--- src/rtl/therm_pkg.sv ---
// Shared definitions for the thermometer-code encode/decode arbiter.
package therm_pkg;

    localparam int unsigned K_DEFAULT = 3;
    localparam int unsigned W_DEFAULT = 2**K_DEFAULT - 1;

    typedef enum logic {
        OP_ENC = 1'b0,
        OP_DEC = 1'b1
    } op_e;

    typedef enum logic [1:0] {
        StIdle = 2'd0,
        StExec = 2'd1,
        StResp = 2'd2
    } state_e;

endpackage

--- src/rtl/therm_codec.sv ---
// Combinational binary <-> thermometer codec, time-shared by both requesters.
module therm_codec
    import therm_pkg::*;
#(
    parameter int unsigned K = K_DEFAULT,
    parameter int unsigned W = 2**K - 1
) (
    input  op_e            op,
    input  logic [W-1:0]   operand,
    output logic [W-1:0]   result,
    output logic           err
);

    logic [K-1:0] enc_n;
    logic [W-1:0] enc_code;
    logic [K-1:0] dec_cnt;
    logic         dec_legal;

    always_comb begin
        enc_n    = operand[K-1:0];
        enc_code = '0;
        for (int unsigned i = 0; i < W; i++) begin
            enc_code[i] = (i < 32'(enc_n));
        end
    end

    // Decode count is the highest set bit + 1; the code is legal only if every
    // bit below that point is set.
    always_comb begin
        dec_cnt = '0;
        for (int unsigned i = 0; i < W; i++) begin
            if (operand[i]) begin
                dec_cnt = K'(i + 1);
            end
        end
        dec_legal = 1'b1;
        for (int unsigned i = 0; i < W; i++) begin
            if (operand[i] != (i < 32'(dec_cnt))) begin
                dec_legal = 1'b0;
            end
        end
    end

    always_comb begin
        result = enc_code;
        err    = 1'b0;
        if (op == OP_DEC) begin
            result = W'(dec_cnt);
            err    = ~dec_legal;
        end
    end

endmodule

--- src/rtl/therm_arbiter.sv ---
// Two-requester round-robin arbiter in front of a shared thermometer codec.
module therm_arbiter
    import therm_pkg::*;
#(
    parameter int unsigned K = K_DEFAULT,
    parameter int unsigned W = 2**K - 1
) (
    input  logic           clk,
    input  logic           rst_n,
    input  logic [1:0]     req_valid,
    output logic [1:0]     req_ready,
    input  logic [1:0]     req_op,
    input  logic [2*W-1:0] req_data,
    output logic           rsp_valid,
    input  logic           rsp_ready,
    output logic           rsp_id,
    output logic [W-1:0]   rsp_data,
    output logic           rsp_err
);

    state_e       state_q, state_d;
    logic         prio_q, prio_d;
    op_e          op_q;
    logic [W-1:0] opnd_q;
    logic         id_q;
    logic         rsp_id_q;
    logic [W-1:0] rsp_data_q;
    logic         rsp_err_q;

    logic         grant_id;
    logic         capture;
    logic         load_rsp;
    logic [W-1:0] codec_result;
    logic         codec_err;

    therm_codec #(
        .K (K),
        .W (W)
    ) u_codec (
        .op      (op_q),
        .operand (opnd_q),
        .result  (codec_result),
        .err     (codec_err)
    );

    always_comb begin
        grant_id = 1'b0;
        unique case (req_valid)
            2'b10:   grant_id = 1'b1;
            2'b11:   grant_id = prio_q;
            default: grant_id = 1'b0;
        endcase
    end

    always_comb begin
        state_d   = state_q;
        prio_d    = prio_q;
        req_ready = 2'b00;
        rsp_valid = 1'b0;
        capture   = 1'b0;
        load_rsp  = 1'b0;
        unique case (state_q)
            StIdle: begin
                // req_ready is combinational, so it must also be masked while reset is held.
                if (rst_n && (req_valid != 2'b00)) begin
                    req_ready[grant_id] = 1'b1;
                    capture             = 1'b1;
                    state_d             = StExec;
                end
            end
            StExec: begin
                load_rsp = 1'b1;
                state_d  = StResp;
            end
            StResp: begin
                rsp_valid = 1'b1;
                if (rsp_ready) begin
                    state_d = StIdle;
                    prio_d  = ~rsp_id_q;
                end
            end
            default: state_d = StIdle;
        endcase
    end

    always_ff @(posedge clk or negedge rst_n) begin
        if (!rst_n) begin
            state_q    <= StIdle;
            prio_q     <= 1'b0;
            op_q       <= OP_ENC;
            opnd_q     <= '0;
            id_q       <= 1'b0;
            rsp_id_q   <= 1'b0;
            rsp_data_q <= '0;
            rsp_err_q  <= 1'b0;
        end else begin
            state_q <= state_d;
            prio_q  <= prio_d;
            if (capture) begin
                op_q   <= op_e'(req_op[grant_id]);
                opnd_q <= grant_id ? req_data[2*W-1:W] : req_data[W-1:0];
                id_q   <= grant_id;
            end
            if (load_rsp) begin
                rsp_id_q   <= id_q;
                rsp_data_q <= codec_result;
                rsp_err_q  <= codec_err;
            end
        end
    end

    assign rsp_id   = rsp_id_q;
    assign rsp_data = rsp_data_q;
    assign rsp_err  = rsp_err_q;

endmodule

--- config.mk ---
export PLATFORM = sky130hd
export DESIGN_NAME = therm_arbiter
export DESIGN_NICKNAME = d
export VERILOG_FILES = /design/src/rtl/therm_pkg.sv /design/src/rtl/therm_codec.sv /design/src/rtl/therm_arbiter.sv
export SDC_FILE = /design/constraint.sdc
export NUM_CORES = 1
export LEC_CHECK = 0
export CAP_MARGIN = 30
export CORE_MARGIN = 5
export CORE_UTILIZATION = 54
export DETAILED_ROUTE_END_ITERATION = 16
export DONT_BUFFER_PORTS = 1
export PLACE_DENSITY = 0.72
export SLEW_MARGIN = 20
export SYNTH_ARGS = -nofsm -noshare
export SYNTH_HDL_FRONTEND = slang
export SYNTH_SLANG_ARGS = --single-unit
--- constraint.sdc ---
create_clock -name clk -period 1.3 [get_ports clk]
set_input_delay 0.39 -clock clk [delete_from_list [all_inputs] [get_ports clk]]
set_output_delay 0.39 -clock clk [all_outputs]
set_load 0.01 [all_outputs]
Yosys cells after proc, flatten, opt, wreduce, memory -nomap -nowiden
Index checks and enable logic that the tools add are counted.
{ "word_totals": {"reg_bits": 21, "input_bits": 21, "out_inout_bits": 12, "elab_cells": 76} }
{ "op_classes": {"n_lt_le_gt_ge": 16, "n_eq_ne": 13, "mux": 31, "n_bitwise": 2, "n_reduce_logical": 6} }
{ "op_table": {"columns": ["op", "n"], "rows": [
  ["$lt 3x3->1 const A", 6],
  ["$mux 1", 16],
  ["$mux 7", 2],
  ["$lt 1x3->1 const A", 4],
  ["$lt 2x3->1 const A", 4],
  ["$mux 2", 6],
  ["$mux 3", 4],
  ["$ne 1x1->1", 7],
  ["$eq 2x2->1 const B", 3],
  ["$pmux 2 s3", 1],
  ["$ne 2x2->1 const B", 2],
  ["$reduce_and 2->1", 2],
  ["$eq 2x1->1 const B", 1],
  ["$logic_and 1x1->1", 2],
  ["$logic_not 2->1", 1],
  ["$lt 1x2->1 const B", 1],
  ["$not 1->1", 2],
  ["$pmux 1 s2", 1],
  ["$reduce_bool 2->1", 1],
  ["$demux 1 s1", 1],
  ["$ge 1x1->1 const B", 1]
]} }

Logic depth before layout (Yosys ltp)
Gate-level depths: netlist of run 1.
{ "depth": {"depth_word": 18, "ltp_mapped": 5, "ltp_nobuf": 4} }

By module
A second synthesis of run 1 with hierarchy kept.
{ "hier_totals": {"cells_unflattened": 99, "hier_area_um2": 1061.0} }
{ "modules_own_cells": {"columns": ["module", "instances", "cells_per_inst", "area_per_inst_um2", "seq_area_each_um2"], "rows": [
  ["therm_arbiter", 1, 73, 919.6, 525.5],
  ["therm_codec", 1, 26, 141.4, 0.0]
]} }

Worst setup path before layout of run 1
OpenSTA, ideal clock, no wires.
{ "synth_path": {"kind": "flip-flop to output port", "from": "register state_q[1]", "to": "output port req_ready[0]", "t_arrival_ps": 1013, "setup_slack_ps": -103, "path_stages_with_launch": 4, "n_path_buf": 1, "path_cell_list": "dfrtp_1 nor4b_4 buf_6 and2_1"} }
{ "synth_between": {"elab_chain_cells": 2} }
{ "synth_lines": {"columns": ["item", "line_no", "rtl"], "rows": [
  ["start, declared", "therm_arbiter.sv:21", "state_e state_q, state_d;"],
  ["start signal, assigned", "therm_arbiter.sv:88", "state_q <= StIdle;"],
  ["start signal, assigned", "therm_arbiter.sv:97", "state_q <= state_d;"],
  ["$logic_not 2->1", "therm_arbiter.sv:62", "unique case (state_q)"],
  ["$mux 2", "therm_arbiter.sv:62", null],
  ["end, declared", "therm_arbiter.sv:11", "output logic [1:0] req_ready,"]
]} }
No other way between the ends.

Final worst setup path of run 1
{ "layout_path": {"from": "register state_q[0]", "to": "output port req_ready[1]"} }
Same word-level chain as after synthesis.

==> results of run 1 <==
through the flow:
stage / instances / setup WS, ns / instance area [um^2]
final: 141 / -0.3847 / 1391
after global routing: 141 / -0.4669 / 1391
after CTS: 140 / -0.3834 / 1286
after detailed placement: 131 / -0.09695 / 1141
after global placement: 131 / -0.06271 / 1141
after floorplan: 101 / -0.08449 / 1069
power groups by stage:
stage / logic, mW / clock network, mW / registers, mW
floorplan: 0.636 / 0 / 1.21
global placement: 0.779 / 0 / 1.26
detailed placement: 0.807 / 0 / 1.29
CTS: 0.970 / 0.323 / 1.27
global route: 1.25 / 0.359 / 1.40
finish: 1.14 / 0.323 / 1.36
routing by layer:
metal | track usage (%) | part of all wire, %
met1 | 24.70 | 40
met2 | 31.87 | 52
met3 | 4.632 | 6.6
met4 | 10.37 | 1.4
met5 | 0 | 0
final cells by class:
cell class / instances / area [um^2] / area share, %
repair buffers: 14 / 200.2 / 14.39
multi-input cells: 71 / 585.6 / 42.09
well taps: 27 / 33.78 / 2.428
flip-flops and latches: 21 / 528.0 / 37.95
clock buffers: 4 / 26.28 / 1.888
inverters: 4 / 17.52 / 1.259
worst reg2reg max path, cell delays in order, from the launching register on:
cell and delay, ns:
dfrtp_1 0.43, nor4b_4 0.33, buf_4 0.17, buf_8 0.13
buf_12 0.13, nor2_2 0.04, a21oi_2 0.12
final timing paths:
check	slack, ns	depth (start not counted)	to
hold reg to reg	0.55	2	id_q
setup / recovery	-0.38	2	req_ready[1]
min in group asynchronous	0.37	1	rsp_data[5]
hold / removal	0.16	1	prio_q
max in group asynchronous	0.50	2	opnd_q[1]
setup reg to reg	-0.13	6	opnd_q[6]
what timing repair did:
item                                   4_1_cts  5_1_grt
endpoints found under the hold margin       21        0
setup endpoints to repair                   12       17
pin swaps                                    2        0
hold buffers                                 1        0
gates cloned                                 2        0
resized for setup                            9       25
buffers inserted                             2        1
cell usage after synthesis:
cell      count
a21o_1        2
a21oi_1       5
a21oi_2       8
a221oi_1      1
a22o_1        2
a31oi_1       1
a32o_1        1
and2_1        1
buf_2         1
buf_4         2
buf_6         1
buf_8         1
dfrtp_1      21
inv_1         3
inv_2         1
mux2i_1       9
nand2_1       5
nand2b_1      3
nand4b_1      1
nor2_1       15
nor2b_1       3
nor2b_2       1
nor3_1        1
nor3b_1       1
nor4b_4       1
o21ai_0       6
o21ai_1       2
o21bai_2      1
o32a_1        1
cell families after synthesis:
family / after synthesis / share of synthesized area [%]
mux: 9 / 8.471
buf+inv: 9 / 5.763
simple gates: 32 / 16.24
compound gates: 30 / 20.12
flops: 21 / 49.41
state kept, by name, indices dropped and copies added, names as in the netlist:
register / cells
prio_q: 1
rsp_id: 1
rsp_data: 7
opnd_q: 7
id_q: 1
rsp_err: 1
state_q: 2
op_q: 1
==> results.toml, run 1 <==
[status]
outcome = "complete, but fails checks"
violations = "negative setup slack"

[timing]
finalSetupViolCount = 12
hold_viol = 0
finalSetupTns_ns = -1.652
grt_setup_unrepaired = "true"
hold_ws_ns = 0.1594
max_freq_mhz = 593.6
clock_skew_ns = 0.005133
finalCritPeriodShare_pct = 129.6
fin_ws_ns = -0.3847
tightest_slew_ns = 0.3660
min_period_ns = 1.685
max-slew-margin-rel_pct = 75.51
drv_slew = 0

[pwr]
comb_power_share_pct = 40.4
power_frac_clock_pct = 11.4
p_total_mw = 2.820
power_switching_mw = 1.145
switching_share_pct = 40.60
power_frac_seq_pct = 48.1
powerDensity_nw_per_um2 = 2027
irDropWorstVdd_v = 0.001264
p_int_mw = 1.675
power_leakage_nw = 0.6059

[floorplan]
start_util_pct = 55.34
std_cell_rows = 16
coreArea_um2 = 1922
die_height_um = 54.38
io_pins = 33
die_x_um = 54.38
dieArea_um2 = 2957

[placement]
portBuffers = 0
hpwlAfterDp_um = 1538
gp_congestion = 0.8464

[worst_setup_path]
end_kind = "primary output"
path_max_fanout = 3
slowest_stage = "dfrtp_1"
worst-endpoint-arrival_ns = 1.29
cp_top_family = "simple AND/OR/NAND/NOR gates"
path_cells = "nor4b_4 -> nor2b_4"
worstSetupStartpointType = "flip-flop"
worstPathRequired_ns = 0.91
worstSetupPathType = "reg -> out"
crit_start = "state_q[0]"
r2r_start = "state_q[0]"
cp_num_buf_inv = 0
critPathMaxStageDelay_ns = 0.43

[cells_and_area]
final_layout_size_suffix_gt1_share_pct = 40.35
area_growth_pct = 30.82
final_common_cell = "dfrtp_1"
fin_util_pct = 72.40
fill_cells = 138
diodes = 0
final_cell_mix = "dfrtp_1 (19), mux2i_1 (9), a21oi_2 (8), nor2_1 (7), o21ai_0 (6)"
final_nets = 136

[logic_synthesis]
ys_seq_area_share_pct = 49.41
synthDominantCellAreaShare_pct = 49.41
postSynthNetCount = 122
synth_cells = 101
yosys.area.top_type = "dfrtp_1"
syn_area_um2 = 1064
synthTopCellsByArea = "dfrtp_1 (49%), mux2i_1 (8.5%), a21oi_2 (6.6%)"
ys_seq_elements = 21
yosys.cell_types.count = 29
syn_avg_cell_area_um2 = 10.53
yosys_warnings = 0

[clock_network]
cts_made_buffers = 3
clk_latency_ns = 0.31
cts_tree = "built"
ctsLongestPathBuffers = 2
cts-root-buf = "clkbuf_4"
cts_max_level = 1
clk_pin_slew_ns = 0.12
cts_sinks = 21

[detailed_routing]
wl_um = 2516
ant_nets = 0
dr.pass1.iters = 4
drcViolationCount = 0
routedWlPerCell_um = 17.84
routed_via_density = 5.752
dr_total_vias = 811
drt_iter0_markers = 4

[global_route]
grt_pass1_wl_um = 4077
grt_pass1_vias = 869
antenna_found_initial = 0
globalRouteTotalUtil_pct = 19.86
grt_max_degree = 22
grt_overflow = 0

[flow_run]
cap_violations = 0

[hold_path]
hold_class = "in -> reg"
min_from = "rsp_ready"
Note: power is estimated with default switching activity, not from simulation.
==> inputs of run 2 (changes only) <==
==> constraint.sdc (replaced) <==
create_clock -name clk -period 1.3 [get_ports clk]
set_input_delay 0.065 -clock clk [delete_from_list [all_inputs] [get_ports clk]]
set_output_delay 0.065 -clock clk [all_outputs]
set_load 0.01 [all_outputs]
==> run 2 against run 1 <==
Largest power group unchanged. Clock power shrank 4%. Non-clock buffer count grew 13. The run still ends with negative setup slack left. Clock-buffer cell count is the same. Setup slack gained 0.21 ns. Combinational power shrank 21%. Utilization shrank 0.91 points.
==> results.toml, run 2 (synthesis results as in run 1) <==
[cells_and_area]
final_nets = 149
final_common_cell = "dfrtp_1"
fill_cells = 139
final_layout_size_suffix_gt1_share_pct = 24.41
area_growth_pct = 29.18
final_cell_mix = "dfrtp_1 (20), dlygate4sd3_1 (16), nor2_1 (14), mux2i_1 (9), a21oi_2 (8)"
fin_util_pct = 71.48
diodes = 0

[pwr]
irDropWorstVdd_v = 0.001199
p_total_mw = 2.489
powerDensity_nw_per_um2 = 1812
power_leakage_nw = 0.6211

[detailed_routing]
drcViolationCount = 0
routed_via_density = 5.351
wl_um = 2322
ant_nets = 0
drt_iter0_markers = 16
dr_total_vias = 824
dr.pass1.iters = 4
routedWlPerCell_um = 15.08

[clock_network]
ctsLongestPathBuffers = 2
clk_latency_ns = 0.29
clk_pin_slew_ns = 0.11
cts_tree = "built"
cts-root-buf = "clkbuf_4"
cts_made_buffers = 3
cts_max_level = 1
cts_sinks = 21

[timing]
min_period_ns = 1.470
fin_ws_ns = -0.1703
finalSetupTns_ns = -1.165
grt_setup_unrepaired = "true"
hold_ws_ns = 0.01456
hold_viol = 0
finalSetupViolCount = 10
finalCritPeriodShare_pct = 113.1
max-slew-margin-rel_pct = 69.89
drv_slew = 0
max_freq_mhz = 680.2
clock_skew_ns = 0.003841
tightest_slew_ns = 0.4516

[worst_setup_path]
r2r_start = "state_q[1]"
worstPathRequired_ns = 1.24
worst-endpoint-arrival_ns = 1.41
rr_endpoint = "op_q"
path_max_fanout = 3
reg2regPathDepth = 6
worstSetupPathType = "reg -> out"
crit_start = "state_q[1]"
crit_path_end = "req_ready[1]"
worstSetupStartpointType = "flip-flop"
r2r_slack_ns = -0.12
end_kind = "primary output"

[global_route]
grt_max_degree = 22
antenna_found_initial = 0
globalRouteTotalUtil_pct = 18.34
grt_pass1_wl_um = 3795
grt_pass1_vias = 784
grt_overflow = 0

[status]
violations = "negative setup slack"
outcome = "complete, but fails checks"

[floorplan]
std_cell_rows = 16
dieArea_um2 = 2957
start_util_pct = 55.34
die_x_um = 54.38
io_pins = 33
die_height_um = 54.38
coreArea_um2 = 1922

[flow_run]
cap_violations = 0

[hold_path]
hold_class = "in -> reg"
min_path_cells = 2

[placement]
gp_congestion = 0.8280
hpwlAfterDp_um = 1534
portBuffers = 0
post-place-ws_ns = 0.03208
run 2: changes by cell type in the layout (fill, tap and decap cells not counted), sizes merged:
cell | previous run | this run
dlygate4sd3 | 1 | 16
buf | 13 | 10
clkbuf | 4 | 5
run 2: power breakdown:
| part | leakage, nW | switching (mW) | internal [mW] |
|---|---|---|---|
| Clock | 0.0150 | 0.190 | 0.119 |
| Combinational | 0.359 | 0.417 | 0.481 |
| Sequential | 0.248 | 0.349 | 0.932 |
run 2: cell type report:
type | instances | area, um^2 | share of cell area (%)
Clock buffer | 4 | 26.28 | 1.913
Inverter | 4 | 15.01 | 1.093
Multi-Input combinational cell | 71 | 489.2 | 35.61
Sequential cell | 21 | 526.8 | 38.34
Tap cell | 27 | 33.78 | 2.459
Timing Repair Buffer | 27 | 282.8 | 20.58
run 2: through the flow:
stage | instances | cell area [um^2]
3_3_place_gp | 128 | 1114
6_report | 154 | 1374
4_1_cts | 151 | 1343
3_5_place_dp | 128 | 1114
5_1_grt | 154 | 1374
2_1_floorplan | 101 | 1064
run 2: metal layers:
layer | GRT usage [%] | vias to the layer above | wire length, um
met2 | 30.28 | 24 | 1198
li1 | - | 403 | -
met3 | 3.815 | 2 | 117
met4 | 7.469 | 0 | 18
met1 | 23.24 | 395 | 987
met5 | 0 | - | 0
run 2: worst min path at each step:
stage	start	to	slack (ns)
6_report	req_op[1]	op_q	0.01
5_1_grt	req_op[1]	op_q	0.01
4_1_cts	req_op[1]	op_q	0.008
3_5_place_dp	rst_n	rsp_data[3]	-0.23
3_3_place_gp	rst_n	rsp_data[3]	-0.23
2_1_floorplan	rst_n	id_q	-0.23
run 2: timing repair:
action / 4_1_cts / 5_1_grt
gates cloned: 0 / 1
setup buffers: 3 / 2
pin swaps: 1 / 1
endpoints found under the hold margin: 30 / 22
endpoints found under the setup margin: 2 / 13
hold buffers: 16 / 1
gates resized for setup: 6 / 3
run 2: worst max-delay path: stages, from the launching register on:
cell	delay [ns]
dfrtp_1	0.43
nor4b_4	0.35
nor2b_4	0.21
buf_4	0.12
==> inputs of run 3 (changes only) <==
- CORE_UTILIZATION: 54 -> 30
- PLACE_DENSITY: 0.72 -> unset
- RECOVER_POWER: unset -> 25
==> run 3 against run 2 <==
The run still ends with negative setup slack left. Global-route usage is 9.1 points lower. Worst hold slack worse by 0.014 ns. Sequential power hardly changed. Final area is 3.1% higher. Sequential share of layout area is 1.2 points lower. First-iteration DRC count is 6.3% higher. Clock-buffer cell count is 1 lower. Via count is 0.85% lower. Clock power hardly changed. Total power is 1.4% higher.
==> results.toml, run 3 (synthesis results as in run 1) <==
[clock_network]
clk_pin_slew_ns = 0.12
cts_max_level = 1
clk_latency_ns = 0.30
ctsLongestPathBuffers = 2
cts-root-buf = "clkbuf_4"
cts_tree = "built"
cts_made_buffers = 3
cts_sinks = 21

[status]
violations = "negative setup slack"
outcome = "complete, but fails checks"

[cells_and_area]
final_common_cell = "dfrtp_1"
diodes = 0
fill_cells = 326
final_cell_mix = "dfrtp_1 (21), nor2_1 (15), dlygate4sd3_1 (14), buf_4 (10), mux2i_1 (9)"
final_layout_size_suffix_gt1_share_pct = 26.36
fin_util_pct = 41.79
final_nets = 151
area_growth_pct = 33.18

[worst_setup_path]
crit_start = "state_q[1]"
crit_cells = 4
reg2regPathDepth = 5
r2r_slack_ns = 0.01
cp_num_buf_inv = 2
worst-endpoint-arrival_ns = 1.41
worstSetupStartpointType = "flip-flop"
r2r_start = "state_q[1]"
path_cells = "nor4b_4 -> buf_4 -> nor2b_4 -> buf_6"
cp_top_family = "simple AND/OR/NAND/NOR gates"
critPathMaxStageDelay_ns = 0.42
end_kind = "primary output"
slowest_stage = "dfrtp_1"
path_max_fanout = 3
worstPathRequired_ns = 1.24
rr_endpoint = "rsp_data[5]"
worstSetupPathType = "reg -> out"

[hold_path]
min_from = "req_data[7]"
min_path_cells = 2
hold_end = "opnd_q[0]"
hold_class = "in -> reg"

[timing]
fin_ws_ns = -0.1772
max-slew-margin-rel_pct = 65.29
tightest_slew_ns = 0.5207
finalSetupViolCount = 2
hold_viol = 0
max_freq_mhz = 677.0
finalCritPeriodShare_pct = 113.6
finalSetupTns_ns = -0.2814
drv_slew = 0
grt_setup_unrepaired = "true"
min_period_ns = 1.477
clock_skew_ns = 0.008203

[pwr]
irDropWorstVdd_v = 0.0004055
p_total_mw = 2.524
powerDensity_nw_per_um2 = 1782
power_leakage_nw = 0.6431

[global_route]
antenna_found_initial = 0
grt_overflow = 0
grt_max_degree = 22
grt_pass1_wl_um = 3636
grt_pass1_vias = 810
globalRouteTotalUtil_pct = 9.286

[detailed_routing]
ant_nets = 0
drt_iter0_markers = 17
routedWlPerCell_um = 13.05
routed_via_density = 4.669
wl_um = 2284
dr_total_vias = 817
drcViolationCount = 0
dr.pass1.iters = 4

[floorplan]
dieArea_um2 = 4836
die_height_um = 69.54
coreArea_um2 = 3390
start_util_pct = 31.38
die_x_um = 69.54
io_pins = 33
std_cell_rows = 21

[flow_run]
cap_violations = 0

[placement]
portBuffers = 0
gp_congestion = 0.7965
hpwlAfterDp_um = 1583
[run 3: final cells by class]
type	instances	area (um^2)	share of cell area, %
well taps	46	57.56	4.064
inverters	4	15.01	1.060
repair buffers	29	287.8	20.32
flip-flops and latches	21	525.5	37.10
multi-input cells	71	503.0	35.51
clock buffers	3	22.52	1.590
clock inverters	1	5.005	0.3534
[run 3: worst max-delay path by stage]
| stage | to | slack (ns) |
|---|---|---|
| 2_1_floorplan | id_q | 0.12 |
| 3_3_place_gp | opnd_q[1] | 0.1 |
| 3_5_place_dp | opnd_q[4] | 0.06 |
| 4_1_cts | req_ready[1] | -0.19 |
| 5_1_grt | req_ready[1] | -0.27 |
| 6_report | req_ready[1] | -0.18 |
[run 3: through the flow]
step / instance area [um^2] / setup WS, ns / hold slack [ns] / instances
floorplan: 1064 / 0.1210 / -0.2306 / 101
global placement: 1132 / 0.09793 / -0.2299 / 148
detailed placement: 1132 / 0.06053 / -0.2299 / 148
CTS: 1333 / -0.1925 / 0.002618 / 168
global route: 1416 / -0.2657 / 0.01020 / 175
finish: 1416 / -0.1772 / 0.0004227 / 175
[run 3: where the power goes]
| group | total, mW | switching, mW | internal (mW) |
|---|---|---|---|
| clock | 0.309 | 0.194 | 0.114 |
| combinational | 0.949 | 0.432 | 0.517 |
| sequential | 1.27 | 0.336 | 0.929 |
| total | 2.52 | 0.963 | 1.56 |
[run 3: metal layers]
layer / GRT usage [%] / wire, um / share of wire (%) / up-vias
li1: - / - / - / 409
met1: 10.53 / 935 / 41 / 385
met2: 16.42 / 1215 / 53 / 21
met3: 1.884 / 114 / 5.0 / 2
met4: 4.555 / 19 / 0.83 / 0
met5: 0 / 0 / 0 / -
[run 3: what timing repair did]
| action | in CTS | in global routing |
|---|---|---|
| endpoints found under the setup margin | 2 | 12 |
| gates cloned | 0 | 1 |
| pin swaps | 1 | 3 |
| endpoints found under the hold margin | 29 | 21 |
| setup buffers | 2 | 6 |
| hold buffers | 14 | 1 |
| gates resized for setup | 3 | 4 |
